## config.mk

```make
export PLATFORM = sky130hd
export DESIGN_NAME = wb_stage
export DESIGN_NICKNAME = d
export VERILOG_FILES = /design/src/rtl/wb_stage.sv
export SDC_FILE = /design/constraint.sdc
export NUM_CORES = 1
export LEC_CHECK = 0
export BUFFER_PORTS_ARGS = -buffer_cell sky130_fd_sc_hd__buf_2
export CAP_MARGIN = 40
export CORE_MARGIN = 2
export CORE_UTILIZATION = 51
export CTS_CLUSTER_SIZE = 24
export DETAILED_ROUTE_END_ITERATION = 7
export GPL_ROUTABILITY_DRIVEN = 0
export PLACE_DENSITY_LB_ADDON = 0.05
export SLEW_MARGIN = 10
export SYNTH_ARGS = -nofsm -noshare
export SYNTH_HDL_FRONTEND = slang
export SYNTH_SLANG_ARGS = --single-unit
```

## constraint.sdc

```tcl
create_clock -name clk -period 2.04 [get_ports clk]
set_clock_uncertainty 0.05 [all_clocks]
set_input_delay 0.408 -clock clk [delete_from_list [all_inputs] [get_ports clk]]
set_output_delay 0.408 -clock clk [all_outputs]
set_load 0.05 [all_outputs]
```

## src/rtl/wb_stage.sv

```systemverilog
// Writeback stage: arbitrates load/ALU results onto one register-file write port
// and tracks pending destinations. Optional operand bypass under WB_BYPASS_EN.
module wb_stage (
    input  logic        clk,
    input  logic        reset_n,
    input  logic        alu_valid,
    output logic        alu_ready,
    input  logic [4:0]  alu_rd,
    input  logic [31:0] alu_data,
    input  logic        ld_valid,
    output logic        ld_ready,
    input  logic [4:0]  ld_rd,
    input  logic [31:0] ld_data,
    input  logic [2:0]  ld_funct3,
    input  logic [1:0]  ld_addr_lo,
    input  logic        iss_valid,
    input  logic [4:0]  iss_rd,
    output logic        RegWrite,
    output logic [4:0]  wr,
    output logic [31:0] wd,
    output logic [31:0] busy
`ifdef WB_BYPASS_EN
    ,
    input  logic [4:0]  rr1,
    input  logic [4:0]  rr2,
    output logic        byp1_hit,
    output logic [31:0] byp1_data,
    output logic        byp2_hit,
    output logic [31:0] byp2_data
`endif
);

    function automatic logic [31:0] load_extract(input logic [31:0] data,
                                                 input logic [2:0]  funct3,
                                                 input logic [1:0]  lo);
        logic [7:0]  b;
        logic [15:0] h;
        logic [31:0] r;
        case (lo)
            2'd0:    b = data[7:0];
            2'd1:    b = data[15:8];
            2'd2:    b = data[23:16];
            2'd3:    b = data[31:24];
            default: b = data[7:0];
        endcase
        h = lo[1] ? data[31:16] : data[15:0];
        case (funct3)
            3'b000:  r = {{24{b[7]}}, b};
            3'b001:  r = {{16{h[15]}}, h};
            3'b100:  r = {24'd0, b};
            3'b101:  r = {16'd0, h};
            default: r = data;
        endcase
        return r;
    endfunction

    logic        regwrite_q, regwrite_d;
    logic [4:0]  wr_q, wr_d;
    logic [31:0] wd_q, wd_d;
    logic [31:0] busy_q, busy_d;
    logic        ld_fire_s, alu_fire_s;

    // Handshake: loads always win, so the ALU side stalls whenever a load is offered.
    assign ld_ready   = reset_n;
    assign alu_ready  = reset_n & ~ld_valid;
    assign ld_fire_s  = ld_valid & ld_ready;
    assign alu_fire_s = alu_valid & alu_ready;

    // Next-state for the write port and the pending-write bitmap.
    always_comb begin
        regwrite_d = 1'b0;
        wr_d       = wr_q;
        wd_d       = wd_q;
        if (ld_fire_s) begin
            regwrite_d = (ld_rd != 5'd0);
            wr_d       = ld_rd;
            wd_d       = load_extract(ld_data, ld_funct3, ld_addr_lo);
        end else if (alu_fire_s) begin
            regwrite_d = (alu_rd != 5'd0);
            wr_d       = alu_rd;
            wd_d       = alu_data;
        end else begin
            regwrite_d = 1'b0;
        end

        busy_d = busy_q;
        if (regwrite_q) begin
            busy_d[wr_q] = 1'b0;
        end else begin
            busy_d = busy_q;
        end
        // Applied after the clear so a same-register reservation survives.
        if (iss_valid) begin
            busy_d[iss_rd] = 1'b1;
        end else begin
            busy_d = busy_d;
        end
        busy_d[0] = 1'b0;
    end

    // State registers with asynchronous clear.
    always_ff @(posedge clk or negedge reset_n) begin
        if (!reset_n) begin
            regwrite_q <= 1'b0;
            wr_q       <= 5'd0;
            wd_q       <= 32'd0;
            busy_q     <= 32'd0;
        end else begin
            regwrite_q <= regwrite_d;
            wr_q       <= wr_d;
            wd_q       <= wd_d;
            busy_q     <= busy_d;
        end
    end

    assign RegWrite = regwrite_q;
    assign wr       = wr_q;
    assign wd       = wd_q;
    assign busy     = busy_q;

`ifdef WB_BYPASS_EN
    assign byp1_hit  = regwrite_q & (wr_q == rr1) & (rr1 != 5'd0);
    assign byp1_data = wd_q;
    assign byp2_hit  = regwrite_q & (wr_q == rr2) & (rr2 != 5'd0);
    assign byp2_data = wd_q;
`endif

endmodule

```

==> metrics list <==
- Vias: ~3700
* Number of unique standard cell types used by synthesis: 38
* Crit end category: primary output
- For this design the ratio of total power to cell area is ~1300 nW/um2.
* Avg Synthesized Cell Area: around 9.0 um2
- The worst pin sits at a relative slew slack of 63.8%.
- Cell-internal power: 3380 uW
* Max capacitance violation total: 0
- The number of global-route vias before repair came to roughly 3600.
- Critical path data required time: between 1500 and 2000 ps
- Number of top-level design ports: approximately 160
- Share of total power consumed by net switching: roughly 44%
- Clock tree root buffer cell: clkbuf_8
* Routed wirelength normalized by instance count: 17.0 um
- Number of buffers created by CTS: 9
* P_sw: 2690 uW
- Startpoint kind of the worst setup timing path: flip-flop
* Clk_lat worst skew: 340 ps
- In the routed design, unresolved DRC markers number 0.
* Post-synthesis cell area: 3530 um2
- Residual overflow from global routing: 0
* Ratio of routed vias to standard cells: 5.82
- The cell count after synthesis came out at ~390.
* Setup-failing EPs final: 0
- Half-perimeter wire length of the detailed placement result: roughly 8 mm
- Clock-pin slew was measured on the worst setup and hold paths at around 80 ps.
* Gate power share: 41.4%
- The number of nets handed over by synthesis was 480.
- In this run the deepest clock path goes through 2 buffers.
* Max H-tree Level: 3
- Number of antenna violations at the first check in global routing: 0
* Die Y-Extent: between 80 and 90 um
- Maximum number of pins on one net before global-route repair: 42
- TritonCTS built the clock tree.
* Synth-to-layout area growth: 34.3%
- Number of nets with antenna violations after detailed routing: 0
- Portion of total power attributed to sequential cells: about a third
* Clk pwr share: roughly a quarter
- For the finished layout, the period the worst path requires is 1680 ps.
- Maximum cell stage delay along the critical path: 550 ps
- Final slew viol count: 0
- After synthesis, flip-flops and latches occupy just under 50% of the total area.
- The die covers between 7000 and 8000 um2.
* Global router's overall resource usage: between 20 and 30%
- Based on the critical path, the design can be clocked at up to about 0.6 GHz.
- Traced cell by cell, the critical path runs through buf_2.
- In this run the post-CTS setup repair buffer count came out at 0.
- Input and output buffers added on the ports amount to around 160.
* DRT iter0 DRCs: approximately 220
* Highest fanout seen on the critical path: 10
* Crit-path leading delay family: flip-flops
- The first global-routing pass estimated approximately 17 mm of wire.
- Summing internal, switching and leakage power gives between 6000 and 7000 uW.
* Clock tree sinks: around 70
- At the pin with the least slew margin, the transition time is 544 ps.
* Path type of the worst min-delay path: in -> async
* Die extent in x: roughly 87 um
* # diodes: 0
* Setup Total Neg Slack: 0 ps
* Critical path buffer and inverter count: 1
- Counting flops and latches in the post-synthesis netlist gives between 60 and 70.
- Critical Path AT: between 1000 and 1500 ps
- The final count of hold timing violations is 0.
- RSZ-0062 raised after global routing: no
- The run finished with clean final reports.
- Critical path's slowest cell: dfrtp_1
- Standby leakage power: 0.00217 uW
* Total length of routed wires: ~11 mm
- # rows: 30
- For this configuration, the core starts out at a cell density of between 50% and 60%.
- The first detailed-routing pass took 6 iterations.
- Number of warning messages in the yosys log: 0
* Category of the most critical setup path: reg -> out
- Area of the placeable core: 6760 um2
- The worst path uses around 82% of the clock period.
* Ratio of cells with drive above 1 in the final layout: a little over a third
- Across the VDD grid, the largest voltage drop is 517 uV.
- The net count of the finished layout is between 600 and 700.
## registers in the layout, indices dropped and copies added, names as in the netlist
register,count
RegWrite,1
wr,5
wd,32
busy,31
## logic make-up after synthesis
kind of cell / synth area share, %
AND/OR/NAND/NOR: 20.6
flip-flops: 48.9
multiplexers: 3.48
buffers and inverters: 3.40
other: 0.106
AO/OA/AOI/OAI: 23.5
## cells in the mapped netlist
master / instances / area (um2)
buf_6: 1 / 11.3
nand3_1: 5 / 25.0
or3b_2: 5 / 43.8
nor3_1: 7 / 35.0
a211o_1: 1 / 8.76
o22ai_1: 9 / 56.3
and2_0: 1 / 6.26
nor2_1: 30 / 113
a21oi_1: 8 / 40.0
o21ai_0: 67 / 335
a2111oi_0: 1 / 8.76
and3_1: 6 / 37.5
a2111oi_4: 1 / 27.5
or3_1: 2 / 12.5
and2_1: 2 / 12.5
dfrtp_1: 69 / 1730
inv_1: 3 / 11.3
a31oi_1: 6 / 37.5
conb_1: 1 / 3.75
mux2i_1: 10 / 100
nor4_1: 9 / 56.3
nand2b_1: 2 / 12.5
a211oi_1: 7 / 52.6
clkbuf_1: 13 / 48.8
nand2_1: 66 / 248
mux4_2: 1 / 22.5
buf_1: 5 / 18.8
nor2b_1: 2 / 12.5
a21o_1: 1 / 7.51
nor3b_1: 1 / 7.51
a32oi_1: 16 / 140
buf_4: 2 / 15.0
or4_1: 2 / 15.0
buf_2: 3 / 15.0
nand3b_1: 12 / 90.1
a221oi_1: 7 / 61.3
o211ai_1: 1 / 7.51
o21bai_1: 6 / 45.0
## placed cells by master, fill, tap and decap left out, drive strengths merged, types with 3 or more instances in the layout
master,count
mux2i,10
o21bai,6
a31oi,6
a21oi,8
nand3b,12
dfrtp,69
inv,3
a221oi,7
nor3,7
nand3,5
a211oi,7
o22ai,9
o21ai,67
and3,6
buf,172
nand2,66
nor4,9
nor2,30
bufinv,5
a32oi,16
clkbuf,10
or3b,5
and2,3
## routing by layer
| layer | track usage (%) | part of all wire [%] |
|---|---|---|
| met1 | 34.5 | 38 |
| met2 | 51.8 | 52 |
| met3 | 6.26 | 7.5 |
| met4 | 10.2 | 2.4 |
| met5 | 0 | 0 |
## layout make-up
cell class / count / area [um2]
clock buffer: 10 / 128
multi-input combinational: 295 / 1680
sequential: 69 / 1730
timing repair buffer: 173 / 928
tap: 80 / 100
fill: 560 / 2020
clock inverter: 6 / 159
inverter: 3 / 11.3
## through the flow
stage	hold WS, ps	setup WS, ps	std cells	instance area (um2)	util, %
after floorplan	62.4	147	391	3530	-
after global placement	205	96.1	618	4420	65.4
after detailed placement	205	42.0	619	4440	65.7
after CTS	190	351	636	4740	70.1
after global routing	201	308	636	4740	70.1
final	180	364	636	4740	70.1
## what timing repair did
| action | in CTS | in global routing |
|---|---|---|
| setup endpoints to repair | 0 | 0 |
| resized for setup | 0 | 0 |
| hold buffers | 1 | 0 |
| hold endpoints to repair | 1 | 0 |
## power groups by stage
stage	registers, uW	logic, uW	clock network (uW)
after floorplan	3300	485	0
after global placement	1970	2480	0
after detailed placement	1990	2510	0
after CTS	1960	2520	1620
after global routing	2010	2670	1680
final	1960	2510	1600
## final timing paths
check / start / end / slack, ps / cells after the start
setup / recovery: wr[2] / wr[2] / 360 / 1
max in group asynchronous: reset_n / wd[22] / 1210 / 3
setup reg to reg: wr[1] / busy[12] / 520 / 3
hold reg to reg: busy[20] / busy[20] / 450 / 2
hold / removal: reset_n / busy[3] / 180 / 2
min in group clk: ld_data[22] / wd[22] / 270 / 3
Power figures use the tool's default switching activity.
